<file path="config.mk">
export PLATFORM = sky130hd
export DESIGN_NAME = sata_link_tx_framer
export DESIGN_NICKNAME = d
export VERILOG_FILES = /design/src/rtl/sata_link_tx_framer.sv
export SDC_FILE = /design/constraint.sdc
export NUM_CORES = 1
export LEC_CHECK = 0
export BUFFER_PORTS_ARGS = -buffer_cell sky130_fd_sc_hd__buf_2
export CAP_MARGIN = 20
export CORE_MARGIN = 1.5
export CORE_UTILIZATION = 57
export CTS_BUF_LIST = sky130_fd_sc_hd__clkbuf_4 sky130_fd_sc_hd__clkbuf_8
export DETAILED_ROUTE_END_ITERATION = 6
export GPL_TIMING_DRIVEN = 1
export PLACE_DENSITY = 0.78
export SYNTH_ARGS = -nofsm -noshare
export SYNTH_HDL_FRONTEND = slang
export SYNTH_SLANG_ARGS = --single-unit
</file>
<file path="constraint.sdc">
create_clock -name clk -period 4.78 [get_ports clk]
set_input_delay 0 -clock clk [delete_from_list [all_inputs] [get_ports clk]]
set_output_delay 0 -clock clk [all_outputs]
set_load 0.02 [all_outputs]
</file>
<file path="src/rtl/sata_link_tx_framer.sv">
// SATA link-layer TX framer: drains one frame from the show-ahead TX FIFO and
// emits SOF, data dwords, CRC and EOF, inserting HOLD on underrun and HOLDA on far-end hold.
module sata_link_tx_framer #(
   parameter logic [31:0] CRC_INIT   = 32'h52325032,
   parameter int unsigned MAX_DWORDS = 2049
) (
   input  logic        clk,
   input  logic        reset,
   input  logic [31:0] fifo_data,
   input  logic        fifo_eop,
   input  logic        fifo_err,
   input  logic        fifo_empty,
   output logic        fifo_rdreq,
   input  logic        frm_go,
   input  logic        frm_hold,
   input  logic        frm_abort,
   output logic [31:0] frm_data,
   output logic [2:0]  frm_kind,
   output logic        frm_valid,
   output logic        frm_busy,
   output logic        frm_done,
   output logic        frm_bad
);

   localparam int unsigned DW = 32;
   localparam int unsigned KW = 3;
   localparam int unsigned CW = $clog2(MAX_DWORDS + 1);
   localparam logic [DW-1:0] POLY = 32'h04C11DB7;

   localparam logic [KW-1:0] K_DATA  = 3'd0;
   localparam logic [KW-1:0] K_SOF   = 3'd1;
   localparam logic [KW-1:0] K_CRC   = 3'd2;
   localparam logic [KW-1:0] K_EOF   = 3'd3;
   localparam logic [KW-1:0] K_HOLD  = 3'd4;
   localparam logic [KW-1:0] K_HOLDA = 3'd5;

   typedef enum logic [2:0] {
      S_IDLE  = 3'd0,
      S_SOF   = 3'd1,
      S_DATA  = 3'd2,
      S_CRC   = 3'd3,
      S_EOF   = 3'd4,
      S_DRAIN = 3'd5
   } state_e;

   state_e        state_q, state_d;

   logic [DW-1:0] crc_q, crc_d;
   logic [CW-1:0] cnt_q, cnt_d;
   logic          bad_q, bad_d;
   logic          ovl_q, ovl_d;

   logic [DW-1:0] data_q, data_d;
   logic [KW-1:0] kind_q, kind_d;
   logic          valid_q, valid_d;
   logic          busy_q;
   logic          done_q, done_d;
   logic          badp_q, badp_d;

   logic          at_max_c;

   // One dword of MSB-first CRC-32 (poly 0x04C11DB7, no reflection, no final XOR)
   function automatic logic [DW-1:0] crc_step(input logic [DW-1:0] crc, input logic [DW-1:0] d);
      logic [DW-1:0] c;
      c = crc;
      for (int i = int'(DW) - 1; i >= 0; i--) begin
         if (c[DW-1] ^ d[i]) c = {c[DW-2:0], 1'b0} ^ POLY;
         else                c = {c[DW-2:0], 1'b0};
      end
      return c;
   endfunction

   // The dword popped this cycle would be the last one allowed in the frame
   assign at_max_c = ((cnt_q + CW'(1)) == CW'(MAX_DWORDS));

   always_ff @(posedge clk) begin
      if (reset) state_q <= S_IDLE;
      else       state_q <= state_d;
   end

   always_comb begin
      state_d = state_q;
      case (state_q)
         S_IDLE: begin
            if (frm_go) state_d = S_SOF;
         end
         S_SOF: begin
            state_d = frm_abort ? S_DRAIN : S_DATA;
         end
         S_DATA: begin
            if (frm_abort)                              state_d = (fifo_rdreq && fifo_eop) ? S_IDLE : S_DRAIN;
            else if (fifo_rdreq && (fifo_eop || at_max_c)) state_d = S_CRC;
         end
         S_CRC: begin
            state_d = S_EOF;
         end
         S_EOF: begin
            state_d = ovl_q ? S_DRAIN : S_IDLE;
         end
         S_DRAIN: begin
            if (fifo_rdreq && fifo_eop) state_d = S_IDLE;
         end
         default: state_d = S_IDLE;
      endcase
   end

   // Pop control, next output word and frame bookkeeping
   always_comb begin
      fifo_rdreq = 1'b0;
      data_d     = '0;
      kind_d     = K_DATA;
      valid_d    = 1'b0;
      done_d     = 1'b0;
      badp_d     = 1'b0;
      crc_d      = crc_q;
      cnt_d      = cnt_q;
      bad_d      = bad_q;
      ovl_d      = ovl_q;
      case (state_q)
         S_SOF: begin
            crc_d = CRC_INIT;
            cnt_d = '0;
            bad_d = 1'b0;
            ovl_d = 1'b0;
            if (!frm_abort) begin
               valid_d = 1'b1;
               kind_d  = K_SOF;
            end
         end
         S_DATA: begin
            fifo_rdreq = !fifo_empty && !frm_hold;
            if (!frm_abort) begin
               if (frm_hold) begin
                  valid_d = 1'b1;
                  kind_d  = K_HOLDA;
               end else if (fifo_empty) begin
                  valid_d = 1'b1;
                  kind_d  = K_HOLD;
               end else begin
                  valid_d = 1'b1;
                  kind_d  = K_DATA;
                  data_d  = fifo_data;
                  crc_d   = crc_step(crc_q, fifo_data);
                  cnt_d   = cnt_q + CW'(1);
                  if (fifo_err) bad_d = 1'b1;
                  if (!fifo_eop && at_max_c) begin
                     bad_d = 1'b1;
                     ovl_d = 1'b1;
                  end
               end
            end
         end
         S_CRC: begin
            valid_d = 1'b1;
            kind_d  = K_CRC;
            data_d  = bad_q ? ~crc_q : crc_q;
         end
         S_EOF: begin
            valid_d = 1'b1;
            kind_d  = K_EOF;
            done_d  = 1'b1;
            badp_d  = bad_q;
         end
         S_DRAIN: begin
            fifo_rdreq = !fifo_empty;
         end
         default: begin
         end
      endcase
   end

   always_ff @(posedge clk) begin
      if (reset) begin
         crc_q   <= CRC_INIT;
         cnt_q   <= '0;
         bad_q   <= 1'b0;
         ovl_q   <= 1'b0;
         data_q  <= '0;
         kind_q  <= K_DATA;
         valid_q <= 1'b0;
         busy_q  <= 1'b0;
         done_q  <= 1'b0;
         badp_q  <= 1'b0;
      end else begin
         crc_q   <= crc_d;
         cnt_q   <= cnt_d;
         bad_q   <= bad_d;
         ovl_q   <= ovl_d;
         data_q  <= data_d;
         kind_q  <= kind_d;
         valid_q <= valid_d;
         busy_q  <= (state_d != S_IDLE);
         done_q  <= done_d;
         badp_q  <= badp_d;
      end
   end

   assign frm_data  = data_q;
   assign frm_kind  = kind_q;
   assign frm_valid = valid_q;
   assign frm_busy  = busy_q;
   assign frm_done  = done_q;
   assign frm_bad   = badp_q;

endmodule

</file>
======== After elaboration in Yosys (flattened, before gate mapping) ========
Cells that the tools add are included.
word-level totals
  flip-flop bits (word level) ............. 88
  output and inout port bits .............. 40
  logic and storage cells ................. 303
cells by class
  add/sub/neg operators ................... 1
  equal/unequal tests ..................... 11
  bitwise gates (word level) .............. 66
  reduce and logical (&&, ||, !) cells .... 17
  mux-type cells .......................... 197
operators by type and width
  kind                   number
  $mux 32                131
  $mux 27                32
  $not 14->14            32
  $pmux 32 s2            2
  $mux 12                3
  $not 32->32            1
  $xor 1x1->1            32
  $mux 3                 10
  $pmux 12 s2            1
  $pmux 3 s6             1
  $add 12x1->12 const B  1
  $eq 12x12->1 const B   1
  $mux 1                 12
  $pmux 3 s4             1
  $reduce_and 5->1       2
  $ne 2x2->1 const B     4
  $pmux 1 s2             4
  $eq 3x2->1 const B     2
  $eq 3x3->1 const B     2
  $reduce_or 2->1        3
  $logic_and 1x1->1      4
  $reduce_and 4->1       1
  $eq 3x1->1 const B     1
  $logic_not 1->1        3
  other kinds (6)        6

======== Longest topological paths before layout ========
Gate-level depths: netlist (run 1).
  word-level depth ........................ 192
  gate-level depth with buffers ........... 11

======== Worst setup path before layout (run 1) ========
No wires, ideal clock.
  path type ............................... reg2reg
  from .................................... reg crc_q[31]
  to ...................................... reg crc_q[27]
  required time ........................... 4.652 ns
  path slack .............................. 0.763 ns
  arrival time ............................ 3.889 ns
  period minus slack after synthesis ...... 4.017 ns
  stages on the path, launching flop included .. 11
  cell sequence ........................... dfxtp_1 -> xor2_2 -> xnor3_1 -> xnor3_2 -> xnor2_4 -> xor2_4 -> xor3_4 -> xnor2_2 -> xnor3_1 -> a22oi_1 -> nor2_1
between the ends
  word-level cells in the longest chain between the ends .. 167
  elaborated cells between the ends (all ways) .. 196
  classes of those cells .................. 159 x mux; 37 x bitwise
ends and longest elaborated chain
  item                    RTL line  text
  from (decl)             48        logic [DW-1:0] crc_q, crc_d;
  from (signal assigned)  185       crc_q <= crc_d;
  $xor 1x1->1 (*)         67        if (c[DW-1] ^ d[i]) c = {c[DW-2:0], 1'b0} ^ POLY;
  $mux 27 (*)             67
  $mux 32 (*)             136       end else if (fifo_empty) begin
  $mux 32 (*)             133       if (frm_hold) begin
  $mux 32 (*)             132       if (!frm_abort) begin
  $mux 32 (*)             119       case (state_q)
  $mux 32 (*)             136
  $mux 32 (*)             133
  [... 151 more ...]      --
  $mux 32 (*)             136
  $mux 32 (*)             133
  $mux 32 (*)             132
  $mux 32 (*)             119
  $mux 32 (*)             136
  $mux 32 (*)             133
  $mux 32 (*)             132
  $pmux 32 s2 (*)         119
Mark *: on every way between the ends. The rest lies on a longest branch, timed or not. The select of a mux whose other input is x is not followed.
A chain may end at the register's enable or synchronous reset.

======== Worst setup path in the final report (run 1) ========
  from .................................... reg crc_q[26]
  to ...................................... reg crc_q[27]
between the ends
  word-level cells in the longest chain between the ends .. 167
  elaborated cells between the ends (all ways) .. 183
  classes of those cells .................. 154 x mux; 29 x bitwise
ends and longest elaborated chain
  item                RTL line
  $mux 32 (*)         136
  $mux 32 (*)         133
  $mux 32 (*)         132
  $mux 32 (*)         119
  $mux 32 (*)         136
  $mux 32 (*)         133
  $mux 32 (*)         132
  $mux 32 (*)         119
  [... 151 more ...]  --
  $mux 32 (*)         136
  $mux 32 (*)         133
  $mux 32 (*)         132
  $mux 32 (*)         119
  $mux 32 (*)         136
  $mux 32 (*)         133
  $mux 32 (*)         132
  $pmux 32 s2 (*)     119
Marks and branches as above.

==> run metrics, run 1 <==
critical path data required time=5.02 ns; number of synthesized register bits=88; Final WS setup=0.319 ns; routability cong.=0.999; number of global-route vias before repair=5332; DRT Pass-1 Iters=6; chip width=114 um; Inserted Diodes=0; Async SR Flop Fraction=0%; Final HPWL DP=14.2 mm; initial antenna violation count=0; post-route insts no fill=936; Setup Viol. Count Final=0; fin. max-slew vios=0; Total GRT Usage=30.3%; CTS tree=yes; CP Max Fanout=7; worst min path class=in -> reg; synthesized cell area=7000 sq um; Fillers=905; clock sink total=88; Mapped Nets=720; WP data arrival=4.70 ns; Clk Latency, worst-skew pair=0.38 ns; Placed Instances=884; mean area per synthesized cell=10.3 sq um; Post-Route WL=19.4 mm; routed len/inst=20.7 um; clock transition at the registers of the reported paths=0.10 ns; library cells used by synthesis=48; number of synthesized flops with an enable pin=0; Layout Utilization=68.3%; core area=12000 sq um; Worst path slowest cell=xnor3_1; dpl ws=0.440 ns; most frequent cells in the layout=135 x xnor2_1, 87 x dfxtp_1, 80 x xor2_1; Final period util=93.3%; root buffer cell=clkbuf_8; largest net degree at the start of global routing=47; Setup TNS Final=0 ns; initial DRC count=583; most common flop cell mapped by yosys=dfxtp_1; Startpoint Class=register; Slew HR=30.6%; kind of critical path=reg -> reg; first-pass GRT wire length=29.5 mm; DRC Markers=0; starting density of the core=58.3%; Setup crit end kind=register; Crit path max-delay family=XOR/XNOR gates; P&R area growth vs syn=17.2%; post-synthesis sequential area ratio=25.2%; share of layout cells above drive strength 1=19.8%; number of I/O port buffers=79; most frequent CP cell=xnor3_1; warnings from Yosys=0; total I/O pin count=80; outcome=finished clean; CP max stage delay=0.60 ns; # Post-CTS Setup Buffers=0; Max-cap violations=0; H-tree depth=3; Worst Tran Pin Value=1.04 ns; Die Y=114 um; min Tclk post-route=4.46 ns; commonest non-fill, non-tap cell in the layout=xnor2_1; cell count after synthesis=678; clock buffer depth=2; RSZ-0062 raised after global routing=no; GRT Residual Overflow=0; clk_skew=0.0129 ns; fmax=224 MHz; CTS buffer count=9; routed via count=5417; Nets=826; Final ANT Viol Nets=0; Worst Path Buf+Inv=0; Die ar.=13000 sq um; standard-cell rows=40; DR vias/cell=5.79; worst-path cell chain=xor2_2 > xor2_2 > xnor3_1 > xnor3_1 > xnor2_4 > xor3_4 > xnor2_2 > xnor3_1 > a22oi_1 > nor2_1; Fin. Hold Viols=0
worst paths after layout:
path / from / endpoint / slack, ns / depth (start not counted)
worst min-delay path: fifo_data[31] / frm_data[31] / 0.02 / 3
worst max-delay path: crc_q[26] / crc_q[27] / 0.32 / 10
worst max register to register: crc_q[26] / crc_q[27] / 0.32 / 10
worst min register to register: ovl_q / ovl_q / 0.48 / 2
cell usage after synthesis (3+ instances only):
master	n	share of area, %
dfxtp_1	88	25
xnor2_2	17	4.0
nor3_1	7	0.50
xor3_1	3	1.0
a22o_1	7	0.88
xnor2_4	9	3.5
nor2_1	78	4.2
clkbuf_1	30	1.6
xnor3_1	37	12
a22oi_1	48	5.1
o21ai_0	17	1.2
xor2_4	3	1.2
xor2_2	9	2.1
o22ai_1	7	0.63
and3_1	6	0.54
nand2_1	14	0.75
xnor2_1	135	17
nand2b_1	9	0.80
nand3_1	8	0.57
a21oi_1	18	1.3
xnor3_2	4	1.4
a31oi_1	5	0.45
inv_1	7	0.38
xor2_1	80	10
per-layer routing:
metal,part of all wire (%),global-route usage [%],up-vias
met2,50,52.7,237
met1,40,37.3,2633
met3,6.8,6.16,34
li1,-,-,2513
met4,3.1,11.5,0
met5,0,0,-
per-stage QoR:
stage          hold WS (ns)  instance area [sq um]
5_1_grt              0.0482                   8200
3_3_place_gp          0.278                   7550
2_1_floorplan         0.109                   7000
3_5_place_dp          0.292                   7570
4_1_cts             0.00664                   8200
6_report             0.0223                   8200
cell families after synthesis:
logic type,count (synthesis),synth area share (%)
flops,88,25.2
xor+xnor,298,52.3
buf+inv,39,2.11
simple gates,134,8.63
fa+ha+maj,3,0.500
compound gates,116,11.3
what timing repair did:
| item | CTS | global route |
|---|---|---|
| hold buffers | 36 | 0 |
| endpoints found under the hold margin | 34 | 0 |
| resized for setup | 0 | 0 |
| endpoints found under the setup margin | 0 | 0 |
layout make-up:
cell class | count | area, sq um | share of cell area (%)
repair buffers | 127 | 853 | 10.4
clock inverters | 7 | 149 | 1.82
multi-input cells | 551 | 5100 | 62.2
well taps | 147 | 184 | 2.24
flip-flops and latches | 88 | 1760 | 21.5
inverters | 7 | 26.3 | 0.320
clock buffers | 9 | 124 | 1.51
worst reg2reg max path, stage by stage, from the launching register on:
cell,delay (ns)
dfxtp_1,0.42
xor2_2,0.42
xor2_2,0.52
xnor3_1,0.60
xnor3_1,0.57
xnor2_4,0.32
xor3_4,0.51
xnor2_2,0.27
xnor3_1,0.44
a22oi_1,0.21
nor2_1,0.06
registers in the layout, summed over array words and instances, names as in the netlist:
register	count
crc_q	32
frm_data	32
cnt_q	12
frm_kind	3
state_q	3
bad_q	1
frm_bad	1
frm_busy	1
frm_done	1
frm_valid	1
ovl_q	1
Power of run 1 is left out: the tool's default activity adds up to more than one toggle a clock period on the data nets, which glitch-free logic cannot reach.
==> run 2: changes to the inputs <==
- RECOVER_POWER: not set -> 25
==> run 2 against run 1 <==
  * Via count decreased by 0.65%
  * Worst hold slack about the same
  * Critical path type unchanged
  * Setup slack got worse by 0.0059 ns
  * Largest cell class unchanged
==> run metrics, run 2 (synthesis results as in run 1) <==
routability cong.=0.999; CP Max Fanout=7; Worst Path Buf+Inv=0; Worst Tran Pin Value=1.04 ns; standard-cell rows=40; Final ANT Viol Nets=0; Setup TNS Final=0 ns; Slew HR=30.6%; CP max stage delay=0.61 ns; number of I/O port buffers=79; chip width=114 um; Max-cap violations=0; WP data arrival=4.71 ns; Die ar.=13000 sq um; share of layout cells above drive strength 1=15.7%; flop2flop setup slack=0.31 ns; Reg2Reg Depth=10; initial antenna violation count=0; Nets=826; min Tclk post-route=4.47 ns; starting density of the core=58.3%; P&R area growth vs syn=16.6%; initial DRC count=547; r2r endpoint=crc_q[27]; DRT Pass-1 Iters=5; Final period util=93.5%; Worst path slowest cell=xnor3_1; most frequent cells in the layout=135 x xnor2_1, 87 x dfxtp_1, 80 x xor2_1; routed len/inst=20.7 um; worst setup path end=crc_q[27]; dpl ws=0.440 ns; fmax=224 MHz; kind of critical path=reg -> reg; Crit path max-delay family=XOR/XNOR gates; largest net degree at the start of global routing=47; cts repair resizes=0; Setup crit end kind=register; Placed Instances=884; DR vias/cell=5.75; clock transition at the registers of the reported paths=0.09 ns; root buffer cell=clkbuf_8; Post-Route WL=19.4 mm; outcome=finished clean; clock sink total=88; core area=12000 sq um; Setup crit start=crc_q[26]; commonest non-fill, non-tap cell in the layout=xnor2_1; RR Startpoint=crc_q[26]; RSZ-0062 raised after global routing=no; Startpoint Class=register; fin. max-slew vios=0; Die Y=114 um; critical path data required time=5.02 ns; GRT Residual Overflow=0; routed via count=5382; Fillers=930; worst min path class=in -> reg; total I/O pin count=80; Total GRT Usage=30.3%; most frequent CP cell=xnor3_1; # Post-CTS Setup Buffers=0; DRC Markers=0; H-tree depth=3; clk_skew=0.0113 ns; clock buffer depth=2; Clk Latency, worst-skew pair=0.37 ns; worst-path cell chain=xor2_2 > xor2_2 > xnor3_1 > xnor3_1 > xnor2_4 > xor3_4 > xnor2_2 > xnor3_1 > a22oi_1 > nor2_1; Inserted Diodes=0; CTS buffer count=9; Levels on crit path=10; placed cell areas=7570 sq um; first-pass GRT wire length=29.5 mm; number of global-route vias before repair=5332; Final HPWL DP=14.2 mm; CTS tree=yes; Fin. Hold Viols=0; post-route insts no fill=936; final design instance area without fill=8160 sq um; Setup Viol. Count Final=0; Final WS setup=0.313 ns
-- run 2: what timing repair did --
item | CTS | global route
endpoints found under the hold margin | 34 | 0
hold buffers | 36 | 0
setup endpoints to repair | 0 | 0
-- run 2: metrics by stage --
stage / utilization, % / hold WS, ns
6_report: 68.0 / 0.0226
5_1_grt: 68.0 / 0.0482
4_1_cts: 68.3 / 0.00664
3_5_place_dp: 63.0 / 0.292
3_3_place_gp: 62.9 / 0.278
2_1_floorplan: - / 0.109
-- run 2: worst min path at each step --
stage          depth (start not counted)           end  slack, ns           from
3_5_place_dp                           3   frm_data[4]       0.29   fifo_data[4]
6_report                               3  frm_data[31]       0.02  fifo_data[31]
2_1_floorplan                          1    fifo_rdreq       0.11     fifo_empty
4_1_cts                                3  frm_data[31]      0.007  fifo_data[31]
5_1_grt                                3  frm_data[31]       0.05  fifo_data[31]
3_3_place_gp                           3  frm_data[24]       0.28  fifo_data[24]
-- run 2: cell type report --
| type | count | area, sq um | area share, % |
|---|---|---|---|
| tap | 147 | 184 | 2.25 |
| inverter | 7 | 26.3 | 0.322 |
| multi-input combinational | 551 | 5100 | 62.5 |
| sequential | 88 | 1760 | 21.6 |
| timing repair buffer | 127 | 813 | 9.96 |
| clock inverter | 7 | 149 | 1.82 |
| clock buffer | 9 | 124 | 1.52 |
-- run 2: metal layers --
metal / GRT usage (%) / vias up / part of all wire, %
met5: 0 / - / 0
met4: 11.5 / 0 / 3.1
met3: 6.16 / 33 / 6.4
met2: 52.7 / 222 / 50
met1: 37.3 / 2621 / 41
li1: - / 2506 / -
-- run 2: worst min-delay path: stages --
cell     delay, ns
buf_2         0.17
a22oi_1       0.11
nor2_1        0.08
Power of run 2 is left out for the same reason.
==> run 3: changes to the inputs <==
- REMOVE_ABC_BUFFERS: not set -> 1
==> run 3 against run 2 <==
  * Flip-flop and latch count is the same
  * Setup slack lost 0.11 ns
  * Global-route usage shrank 1.5 points
  * First-iteration DRC count shrank 20%
  * Final area grew 0.29%
  * Utilization grew 0.20 points
  * Final cell count grew 0.64%
==> run metrics, run 3 (synthesis results as in run 1) <==
DR vias/cell=5.55; RSZ-0062 raised after global routing=no; H-tree depth=3; # Post-CTS Setup Buffers=0; share of layout cells above drive strength 1=16.2%; CTS buffer count=9; Worst Tran Pin Value=1.07 ns; Final ANT Viol Nets=0; r2r endpoint=crc_q[27]; CP Max Fanout=7; flop2flop setup slack=0.20 ns; Nets=832; routed via count=5226; Multi-input gate area=5140 sq um; Setup crit end kind=register; Die Y=114 um; DRC Markers=0; CTS tree=yes; worst-path cell chain=xor2_4 > xnor3_1 > xnor3_2 > xnor3_1 > xnor2_4 > xor3_4 > xnor2_2 > xnor3_1 > a22oi_1 > nor2_1; clock transition at the registers of the reported paths=0.09 ns; worst hold path endpoint=state_q[0]; initial antenna violation count=0; most frequent CP cell=xnor3_1; min Tclk post-route=4.58 ns; core area=12000 sq um; commonest non-fill, non-tap cell in the layout=xnor2_1; Inserted Diodes=0; Setup TNS Final=0 ns; Fin. Hold Viols=0; hold_sp=fifo_eop; GRT Residual Overflow=0; CP max stage delay=0.60 ns; outcome=finished clean; worst min path class=in -> reg; chip width=114 um; Post-Route WL=18.0 mm; routed len/inst=19.1 um; WP data arrival=4.83 ns; routability cong.=0.959; Startpoint Class=register; largest net degree at the start of global routing=47; initial DRC count=436; total I/O pin count=80; kind of critical path=reg -> reg; DRT Pass-1 Iters=5; Clk Latency, worst-skew pair=0.39 ns; Final period util=95.7%; Fillers=953; Setup Viol. Count Final=0; first-pass GRT wire length=28.2 mm; Slew HR=28.5%; most frequent cells in the layout=135 x xnor2_1, 87 x dfxtp_1, 80 x xor2_1; root buffer cell=clkbuf_8; Worst Hold Path Cells=4; number of global-route vias before repair=5106; fin. max-slew vios=0; Max-cap violations=0; Die ar.=13000 sq um; post-route insts no fill=942; Worst path slowest cell=xnor3_1; starting density of the core=58.3%; Reg2Reg Depth=10; register area=1760 sq um; Placed Instances=889; RR Startpoint=crc_q[31]; clock sink total=88; P&R area growth vs syn=16.9%; Final HPWL DP=13.3 mm; fmax=219 MHz; clock buffer depth=2; standard-cell rows=40; critical path data required time=5.04 ns; Total GRT Usage=28.9%; clk_skew=0.0150 ns; number of I/O port buffers=79
[run 3: worst max path at each step]
stage,endpoint,start,cells after the start
final,crc_q[27],crc_q[31],10
after floorplan,crc_q[27],crc_q[31],10
after global placement,crc_q[27],crc_q[26],10
after CTS,crc_q[27],crc_q[26],10
after global routing,crc_q[27],crc_q[26],10
after detailed placement,crc_q[27],crc_q[26],10
[run 3: worst max-delay path: cells and delay by family (launching register included)]
kind | cells | cell delay [ns]
AOI/OAI and AO/OA | 1 | 0.18
DFF | 1 | 0.59
and+or+nand+nor | 1 | 0.06
xor gates and xnor gates | 8 | 3.59
[run 3: final cells by class]
cell class,count,share of cell area (%)
flip-flops and latches,88,21.5
clock buffers,10,1.60
multi-input cells,551,62.8
clock inverters,6,1.12
inverters,7,0.321
repair buffers,133,10.4
well taps,147,2.25
[run 3: metrics by stage]
| step | hold slack, ns | cell area (sq um) | setup WS [ns] | util, % |
|---|---|---|---|---|
| 6_report | 0.0366 | 8190 | 0.204 | 68.2 |
| 5_1_grt | 0.0771 | 8190 | 0.0292 | 68.2 |
| 3_3_place_gp | 0.275 | 7600 | 0.202 | 63.3 |
| 3_5_place_dp | 0.285 | 7600 | 0.147 | 63.3 |
| 4_1_cts | 0.0181 | 8190 | 0.0964 | 68.2 |
| 2_1_floorplan | 0.0691 | 6880 | 0.767 | - |
[run 3: per-layer routing]
layer  vias to the layer above  GRT usage [%]  routed length [um]
met4                         0           10.6                 429
li1                       2517              -                   -
met3                        24           2.98                1020
met1                      2501           40.2                8040
met5                         -              0                   0
met2                       184           46.8                8500
[run 3: what timing repair did]
item                                   in CTS  in global routing
setup endpoints to repair                   0                  2
resized for setup                           0                  3
endpoints found under the hold margin      35                  0
hold buffers                               37                  0
Power of run 3 is left out for the same reason.
